$ cat config.mk
export PLATFORM = sky130hd
export DESIGN_NAME = jtcop_sdram_resp
export DESIGN_NICKNAME = d
export VERILOG_FILES = /design/src/rtl/jtcop_sdram_pkg.sv /design/src/rtl/jtcop_sdram_arb.sv /design/src/rtl/jtcop_sdram_resp.sv
export SDC_FILE = /design/constraint.sdc
export NUM_CORES = 1
export LEC_CHECK = 0
export ABC_AREA = 1
export ABC_CLOCK_PERIOD_IN_PS = 3900
export CAP_MARGIN = 20
export CORE_MARGIN = 2
export CORE_UTILIZATION = 48
export DETAILED_ROUTE_END_ITERATION = 12
export GPL_ROUTABILITY_DRIVEN = 1
export GPL_TIMING_DRIVEN = 1
export PLACE_DENSITY_LB_ADDON = 0.3
export SETUP_SLACK_MARGIN = 0.15
export SYNTH_ARGS = -nofsm -noshare
export SYNTH_HDL_FRONTEND = slang
export SYNTH_SLANG_ARGS = --single-unit
export TNS_END_PERCENT = 20
$ cat constraint.sdc
create_clock -name clk -period 3.9 [get_ports clk]
set_input_delay 0.39 -clock clk [delete_from_list [all_inputs] [get_ports clk]]
set_output_delay 0.39 -clock clk [all_outputs]
set_load 0.01 [all_outputs]
$ cat src/rtl/jtcop_sdram_pkg.sv
// Shared types and defaults for the SDRAM responder slice.
// FSM state enum, bank index type, default constants, one-hot helper.
package jtcop_sdram_pkg;

    typedef enum logic [2:0] {
        ST_IDLE,
        ST_ACK,
        ST_RD,
        ST_WR,
        ST_RFSH
    } state_t;

    typedef logic [1:0] bank_t;

    localparam int BURST_DEF       = 2;
    localparam int RFSH_PERIOD_DEF = 390;

    function automatic logic [3:0] bank_oh(input bank_t b);
        bank_oh = 4'b0001 << b;
    endfunction

endpackage

$ cat src/rtl/jtcop_sdram_arb.sv
// Four-way bank arbiter; also holds the last-served bank (sel).
// Ports: req (bank requests), take (grant accepted), gnt_vld/gnt
// (combinational winner), sel (registered last-served bank).
// JTCOP_SDRAM_RR_EN: round-robin search starting after sel;
// otherwise fixed priority 0>1>2>3.
module jtcop_sdram_arb
    import jtcop_sdram_pkg::*;
(
    input  logic       clk,
    input  logic       rst_n,
    input  logic [3:0] req,
    input  logic       take,
    output logic       gnt_vld,
    output bank_t      gnt,
    output bank_t      sel
);

    bank_t start;
    bank_t idx;
    logic  found;

    always_comb begin
`ifdef JTCOP_SDRAM_RR_EN
        start = sel + 2'd1;
`else
        start = 2'd0;
`endif
        gnt_vld = |req;
        gnt     = 2'd0;
        idx     = 2'd0;
        found   = 1'b0;
        for (int i = 0; i < 4; i++) begin
            idx = start + 2'(i);
            if (!found && req[idx]) begin
                gnt   = idx;
                found = 1'b1;
            end
        end
    end

    // Reset to 3 so a round-robin search begins at bank 0.
    always_ff @(posedge clk or negedge rst_n) begin
        if (!rst_n) begin
            sel <= 2'd3;
        end else if (take) begin
            sel <= gnt;
        end
    end

endmodule

$ cat src/rtl/jtcop_sdram_resp.sv
// SDRAM responder: arbitrates four bank requests, runs one burst
// read or bank-0 write at a time on a word-wide memory port, and
// schedules refresh between transactions.
// Ports: ba*_addr/ba_rd/ba_wr/ba0_din/ba0_din_m requests in;
// ba_ack/ba_dst/ba_dok/ba_rdy/data_read strobes out; mem_* port;
// rfsh/rfsh_ok refresh handshake.
// Macro JTCOP_SDRAM_RR_EN selects round-robin arbitration.
module jtcop_sdram_resp
    import jtcop_sdram_pkg::*;
#(
    parameter int AW          = 22,
    parameter int BURST       = BURST_DEF,
    parameter int RFSH_PERIOD = RFSH_PERIOD_DEF
) (
    input  logic          clk,
    input  logic          rst_n,
    input  logic [AW-1:0] ba0_addr,
    input  logic [AW-1:0] ba1_addr,
    input  logic [AW-1:0] ba2_addr,
    input  logic [AW-1:0] ba3_addr,
    input  logic [3:0]    ba_rd,
    input  logic          ba_wr,
    input  logic [15:0]   ba0_din,
    input  logic [1:0]    ba0_din_m,
    output logic [3:0]    ba_ack,
    output logic [3:0]    ba_dst,
    output logic [3:0]    ba_dok,
    output logic [3:0]    ba_rdy,
    output logic [15:0]   data_read,
    output logic          mem_cs,
    output logic          mem_we,
    output logic [AW+1:0] mem_addr,
    output logic [15:0]   mem_din,
    output logic [1:0]    mem_mask,
    input  logic [15:0]   mem_dout,
    input  logic          mem_ok,
    output logic          rfsh,
    input  logic          rfsh_ok
);

    localparam logic [15:0] RFSH_LAST =
        (RFSH_PERIOD > 0) ? 16'(RFSH_PERIOD - 1) : 16'd0;

    state_t        state_q, state_d;
    logic          take;
    logic          gnt_vld;
    bank_t         gnt, sel;
    logic [AW-1:0] addr_mux;
    logic          wr_q;
    logic [1:0]    wcnt;
    logic          last;
    logic [15:0]   rfsh_cnt;
    logic          rfsh_pend;

    jtcop_sdram_arb u_arb (
        .clk     (clk),
        .rst_n   (rst_n),
        .req     (ba_rd),
        .take    (take),
        .gnt_vld (gnt_vld),
        .gnt     (gnt),
        .sel     (sel)
    );

    always_comb begin
        addr_mux = ba0_addr;
        case (gnt)
            2'd1:    addr_mux = ba1_addr;
            2'd2:    addr_mux = ba2_addr;
            2'd3:    addr_mux = ba3_addr;
            default: ;
        endcase
    end

    assign last      = wcnt == 2'(BURST - 1);
    assign rfsh_pend = (RFSH_PERIOD > 0) && (rfsh_cnt == RFSH_LAST);

    always_ff @(posedge clk or negedge rst_n) begin
        if (!rst_n) begin
            state_q <= ST_IDLE;
        end else begin
            state_q <= state_d;
        end
    end

    always_comb begin
        state_d = state_q;
        take    = 1'b0;
        case (state_q)
            ST_IDLE: begin
                if (rfsh_pend) begin
                    state_d = ST_RFSH;
                end else if (gnt_vld) begin
                    take    = 1'b1;
                    state_d = ST_ACK;
                end
            end
            ST_ACK:  state_d = wr_q ? ST_WR : ST_RD;
            ST_RD:   if (mem_ok && last) state_d = ST_IDLE;
            ST_WR:   if (mem_ok) state_d = ST_IDLE;
            ST_RFSH: if (rfsh_ok) state_d = ST_IDLE;
            default: state_d = ST_IDLE;
        endcase
    end

    assign ba_ack = (state_q == ST_ACK) ? bank_oh(sel) : 4'd0;
    assign rfsh   = state_q == ST_RFSH;

    always_ff @(posedge clk or negedge rst_n) begin
        if (!rst_n) begin
            ba_dst    <= '0;
            ba_dok    <= '0;
            ba_rdy    <= '0;
            data_read <= '0;
            mem_cs    <= 1'b0;
            mem_we    <= 1'b0;
            mem_addr  <= '0;
            mem_din   <= '0;
            mem_mask  <= '0;
            wr_q      <= 1'b0;
            wcnt      <= '0;
        end else begin
            ba_dst <= '0;
            ba_dok <= '0;
            ba_rdy <= '0;
            case (state_q)
                ST_IDLE: begin
                    if (take) begin
                        mem_addr <= {gnt, addr_mux};
                        mem_din  <= ba0_din;
                        mem_mask <= ba0_din_m;
                        wr_q     <= ba_wr && (gnt == 2'd0);
                        wcnt     <= '0;
                    end
                end
                ST_ACK: begin
                    mem_cs <= 1'b1;
                    mem_we <= wr_q;
                end
                ST_RD: begin
                    if (mem_ok) begin
                        data_read <= mem_dout;
                        ba_dok    <= bank_oh(sel);
                        wcnt      <= wcnt + 2'd1;
                        if (wcnt == 2'd0) ba_dst <= bank_oh(sel);
                        if (last) begin
                            ba_rdy <= bank_oh(sel);
                            mem_cs <= 1'b0;
                        end else begin
                            // Wrap inside the bank; never touch bank bits.
                            mem_addr[AW-1:0] <=
                                mem_addr[AW-1:0] + AW'(1);
                        end
                    end
                end
                ST_WR: begin
                    if (mem_ok) begin
                        ba_rdy <= bank_oh(sel);
                        mem_cs <= 1'b0;
                        mem_we <= 1'b0;
                    end
                end
                default: ;
            endcase
        end
    end

    // Free-running; holds at the last count while a refresh waits.
    always_ff @(posedge clk or negedge rst_n) begin
        if (!rst_n) begin
            rfsh_cnt <= '0;
        end else if (state_q == ST_RFSH && rfsh_ok) begin
            rfsh_cnt <= '0;
        end else if (!rfsh_pend) begin
            rfsh_cnt <= rfsh_cnt + 16'd1;
        end
    end

endmodule

==> results.txt, run 1 <==
Outcome - complete, no violations
Average size of a mapped cell - 7.40 sq um
Biggest area consumer among synthesized cells - dfrtp_1
Share of cells above drive strength 1 - 4.90%
PwrDens - 620 nW/um^2
Drt pass-1 iters - 5
Post-route setup TNS - 0 ps
Antenna diode count - 0
Synth top area share - 43.1%
First-pass GRT wire length - 27400 um
CP required - 4180 ps
Peak VDD IR - 381 uV
Wire length on met2 - 8180 um
WS Path Type - reg -> reg
CP max stage cell - o21ai_2
Relative slew slack - 33.8%
Row Count - 38
Post-Synthesis Cells - 737
CP Capture Type - register
WL met1 - 7120 um
Gr ovfl total - 0
Max-cap violation count - 0
Worst-path maximum fanout - 27
Crit path largest cell delay - 750 ps
Sequential-to-total area share from yosys stat - 44.1%
Final wirelength - 17100 um
Clock Latency Late Sink - 350 ps
Largest net degree at the start of global routing - 54
Clk sink count - 96
Clock transition at path regs - 70 ps
Worst Max-Slew Pin Slew - 991 ps
Placed cell count - 1062
Vias in the first global route - 5455
Setup violations, final - 0
Vias - 5653
Synth Net Count - 873
Die height - 111 um
CORE AREA - 11000 sq um
Netlist area before placement - 5460 sq um
Die width - 111 um
WHS - 375 ps
Initial antenna violation count - 0
Nets@finish - 1070
Ys Warns - 0
CTS root buffer - clkbuf_16
Post-DP HPWL - 12800 um
Initial drt markers - 457
Via density per instance - 5.24
Remaining antenna violation count after routing - 0
Primary FF master, synth - dfrtp_1
Yosys reg bits - 96
GRT Overall Usage - 27.5%
Minimum period implied by the final worst setup slack - 2500 ps
DRC viols - 0
CTS Hold Bufs - 1
CP Cell Sequence - nor2_4, nand2_2, inv_2, nand2_2, o21ai_2, nand2_1, nand2_1
CTS tree - done
# IOs - 208
Leak - 3.65 nW
Max Clk Rate - 400 MHz
Postcts setup bufs - 0
Pins Over Slew Limit - 0
Startpoint types - register
Die area - 12200 sq um
RSZ-0062 raised after global routing - false
Number of buffers created by CTS - 9
Top Layer Used - met4
Arr. time, crit path - 2780 ps
Met3 wire length - 1370 um
Ys async rst share - 100%
Drt wl/cell - 15.8 um
CTS resizes - 0
Final worst-path cycle share - 64.2%
Synth top area cells - dfrtp_1 43%, nand2_1 18%, nand3_1 4.9%
Final setup skew - 11.7 ps
Clock buffer depth - 2
Layout Cells excl Fill - 1079
Initial core utilization - 49.7%
Port Buffers - 207
Hold Path Class - in -> async
H-Tree Depth - 3
Final hold vios - 0
Synth cell types - 40
Layout area overhead - 44.8%
Post-synth EDFFs - 0
GP Congestion - 0.903
==> Yosys cell counts, types with 2 or more instances <==
library cell / instances
a21oi_1: 14
a31oi_1: 3
buf_2: 12
buf_4: 4
buf_6: 4
clkbuf_1: 7
dfrtp_1: 94
dfstp_2: 2
ha_1: 5
inv_1: 63
inv_2: 5
mux2_1: 16
nand2_1: 264
nand2_2: 3
nand3_1: 53
nand3b_1: 3
nand4_1: 5
nor2_1: 66
nor2_2: 6
nor3_1: 9
nor3_2: 3
o211ai_1: 22
o21ai_0: 42
o21ai_1: 9
o21bai_1: 2
o22ai_1: 2
xor2_1: 6
==> cell type report <==
type | count | area, sq um
sequential | 96 | 2400
clock inverter | 7 | 86.3
multi-input combinational | 545 | 2630
clock buffer | 9 | 225
inverter | 68 | 255
tap | 140 | 175
fill | 865 | 3080
timing repair buffer | 214 | 2120
==> cells in the final DEF, fill, tap and decap left out, types with 2 or more instances in the layout <==
cell	synthesis	routed
clkdlybuf4s50_1	0	206
o21ai_1	9	9
a21oi_1	14	14
clkinv_4	0	2
a31oi_1	3	3
nand3b_1	3	3
buf_4	4	7
o21ai_0	42	42
xor2_1	6	6
nor2_2	6	6
nor3_2	3	3
dfstp_2	2	2
nor3_1	9	9
inv_1	63	63
nand3_1	53	53
ha_1	5	5
nand4_1	5	5
dfrtp_1	94	94
clkbuf_16	0	9
nor2_1	66	66
mux2_1	16	16
clkinv_8	0	3
o21bai_1	2	2
nand2_2	3	3
inv_2	5	5
o22ai_1	2	2
nand2_1	264	264
o211ai_1	22	22
==> flip-flops by register name, summed over array words and instances, names as in the netlist, 3 cells and up <==
name / cells
state_q: 3
ba_dst: 4
ba_rdy: 4
rfsh_cnt: 16
data_read: 16
ba_dok: 4
mem_addr: 24
mem_din: 16
==> per-layer routing <==
metal  vias up  global-route usage, %
li1       2768                      -
met1      2618                   36.0
met2       234                   45.1
met3        33                   6.92
met4         0                   8.50
met5         -                      0
==> logic make-up after synthesis <==
logic type / synth area share (%)
and+or+nand+nor: 32.0
xor gates and xnor gates: 1.12
buffers and inverters: 7.71
AOI/OAI and AO/OA: 10.4
adders and majority gates: 1.15
DFF: 44.1
muxes: 3.49
==> power by group <==
group | total (mW) | internal (mW) | switching (mW)
clock network | 0.892 | 0.458 | 0.434
registers | 1.68 | 1.36 | 0.322
logic | 2.32 | 1.08 | 1.25
total | 4.90 | 2.89 | 2.00
==> worst max-delay path: cells and delay by family (launching register included) <==
family	cells	cell delay (ps)
compound gates	1	750
buf+inv	1	430
flops	1	440
simple gates	5	810
==> final timing paths <==
check                              from      endpoint  slack [ps]  cells after the start
setup / recovery             state_q[2]   mem_addr[9]        1400                      7
hold / removal                    rst_n    mem_din[7]         380                      2
setup reg to reg             state_q[2]   mem_addr[9]        1400                      7
hold reg to reg            mem_addr[22]  mem_addr[22]         490                      2
max in group asynchronous         rst_n   rfsh_cnt[8]        2710                      3
min in group clk           mem_addr[22]  mem_addr[22]         490                      2
==> stage by stage <==
step / instance area (sq um) / worst slack (ps) / power (mW) / util (%)
3_3_place_gp: 7580 / 1200 / 3.94 / 69.0
4_1_cts: 7900 / 1460 / 4.89 / 71.9
5_1_grt: 7900 / 1200 / 5.22 / 71.9
2_1_floorplan: 5460 / 2380 / 2.88 / -
6_report: 7900 / 1400 / 4.90 / 71.9
3_5_place_dp: 7580 / 1140 / 3.98 / 69.0
No activity file was read; power rests on OpenSTA's default activity.
==> run 2, diff against run 1 <==
- ABC_CLOCK_PERIOD_IN_PS: 3900 -> 2200
- CORE_UTILIZATION: 48 -> 40
- clock period: 3.9 -> 2.2 ns (I/O delays scaled with it)
==> results.txt, run 2 (synthesis gave the netlist of run 1 again) <==
Clock transition at path regs - 70 ps
Post-Place Setup Slack - 166 ps
CTS tree - done
Via density per instance - 4.99
Max Clk Rate - 502 MHz
Setup violations, final - 0
Startpoint types - register
Initial antenna violation count - 0
Clk sink count - 96
Max FFs per register - 24
Gr ovfl total - 0
WHS - 388 ps
Vias - 5608
DRC viols - 0
Port Buffers - 207
FILL cells - 1213
Arr. time, crit path - 1770 ps
CP required - 1980 ps
Outcome - complete, no violations
Final instance area - 8050 sq um
Clock Latency Late Sink - 360 ps
Worst-path maximum fanout - 9
Number of buffers created by CTS - 9
Layout Cells excl Fill - 1124
Post-DP HPWL - 13300 um
Share of cells above drive strength 1 - 6.01%
Vias in the first global route - 5550
Commonest non-fill, non-tap cell in the layout - nand2_1
GP Congestion - 0.867
GRT Overall Usage - 24.5%
Drt wl/cell - 15.6 um
Row Count - 42
Peak VDD IR - 723 uV
Leak - 3.71 nW
Nets@finish - 1079
Minimum period implied by the final worst setup slack - 1990 ps
CTS root buffer - clkbuf_16
H-Tree Depth - 3
Die height - 121 um
# IOs - 208
Largest net degree at the start of global routing - 50
Remaining antenna violation count after routing - 0
Clock buffer depth - 2
Fin worst setup slack - 209 ps
Die area - 14600 sq um
Drt pass-1 iters - 5
Max-cap violation count - 0
Initial core utilization - 41.0%
Pins Over Slew Limit - 0
Layout area overhead - 47.5%
RSZ-0062 raised after global routing - true
Worst Max-Slew Pin Slew - 620 ps
First-pass GRT wire length - 27900 um
Largest Register - mem_addr
CP Capture Type - primary output
Post-route setup TNS - 0 ps
CORE AREA - 13300 sq um
Relative slew slack - 58.5%
WS Path Type - reg -> out
Final hold vios - 0
Final setup skew - 10.6 ps
Hold Path Class - in -> reg
Commonest cells after routing, fill and taps aside - 263 x nand2_1, 206 x clkdlybuf4s50_1, 93 x dfrtp_1, 65 x nor2_1, 63 x inv_1
Initial drt markers - 334
Placed Area - 7700 sq um
Final wirelength - 17500 um
PwrDens - 1100 nW/um^2
Placed cell count - 1105
Die width - 121 um
Final worst-path cycle share - 90.5%
Antenna diode count - 0
run 2: power by group:
group | switching, mW | internal [mW] | total, mW
clock | 0.726 | 0.891 | 1.62
combinational | 2.24 | 2.01 | 4.25
sequential | 0.559 | 2.41 | 2.97
total | 3.52 | 5.31 | 8.83
run 2: routing by layer:
layer  up-vias  part of all wire, %  track usage [%]
met5         -                    0                0
met4         0                  1.8             8.21
met3        24                  7.9             6.60
met2       199                   49             42.0
met1      2598                   41             29.9
li1       2787                    -                -
run 2: repair_timing:
action / in CTS / in global routing
gates resized for setup: 2 / 6
buffers inserted: 0 / 2
pin swaps: 0 / 1
hold buffers: 1 / 0
endpoints found under the setup margin: 4 / 40
hold endpoints to repair: 42 / 0
run 2: path summary, 6_finish.rpt:
kind	start	end	slack, ps	cells after the start
min reg2reg	mem_cs	mem_cs	480	2
min in group asynchronous	rst_n	mem_din[1]	400	2
max reg2reg	rfsh_cnt[1]	mem_addr[13]	350	9
max	state_q[2]	ba_ack[3]	210	4
min	ba0_din[2]	mem_din[2]	390	3
max in group asynchronous	rst_n	mem_addr[19]	1130	3
run 2: final cells by class:
class	instances	area (sq um)	share of cell area, %
multi-input cells	545	2650	32.9
inverters	68	260	3.23
repair buffers	223	2220	27.6
clock inverters	6	66.3	0.824
flip-flops and latches	96	2410	29.9
well taps	176	220	2.74
clock buffers	10	229	2.85
run 2: critical path, stage by stage, from the launching register on:
cell             delay (ps)
dfrtp_2                 450
nor2_2                  180
nand2_4                 110
nor2_1                  110
clkdlybuf4s50_1         560
run 2: through the flow:
step,power (mW),utilization (%)
global route,9.46,60.5
finish,8.83,60.5
CTS,8.81,60.3
detailed placement,7.16,57.9
global placement,7.10,57.9
floorplan,5.11,-
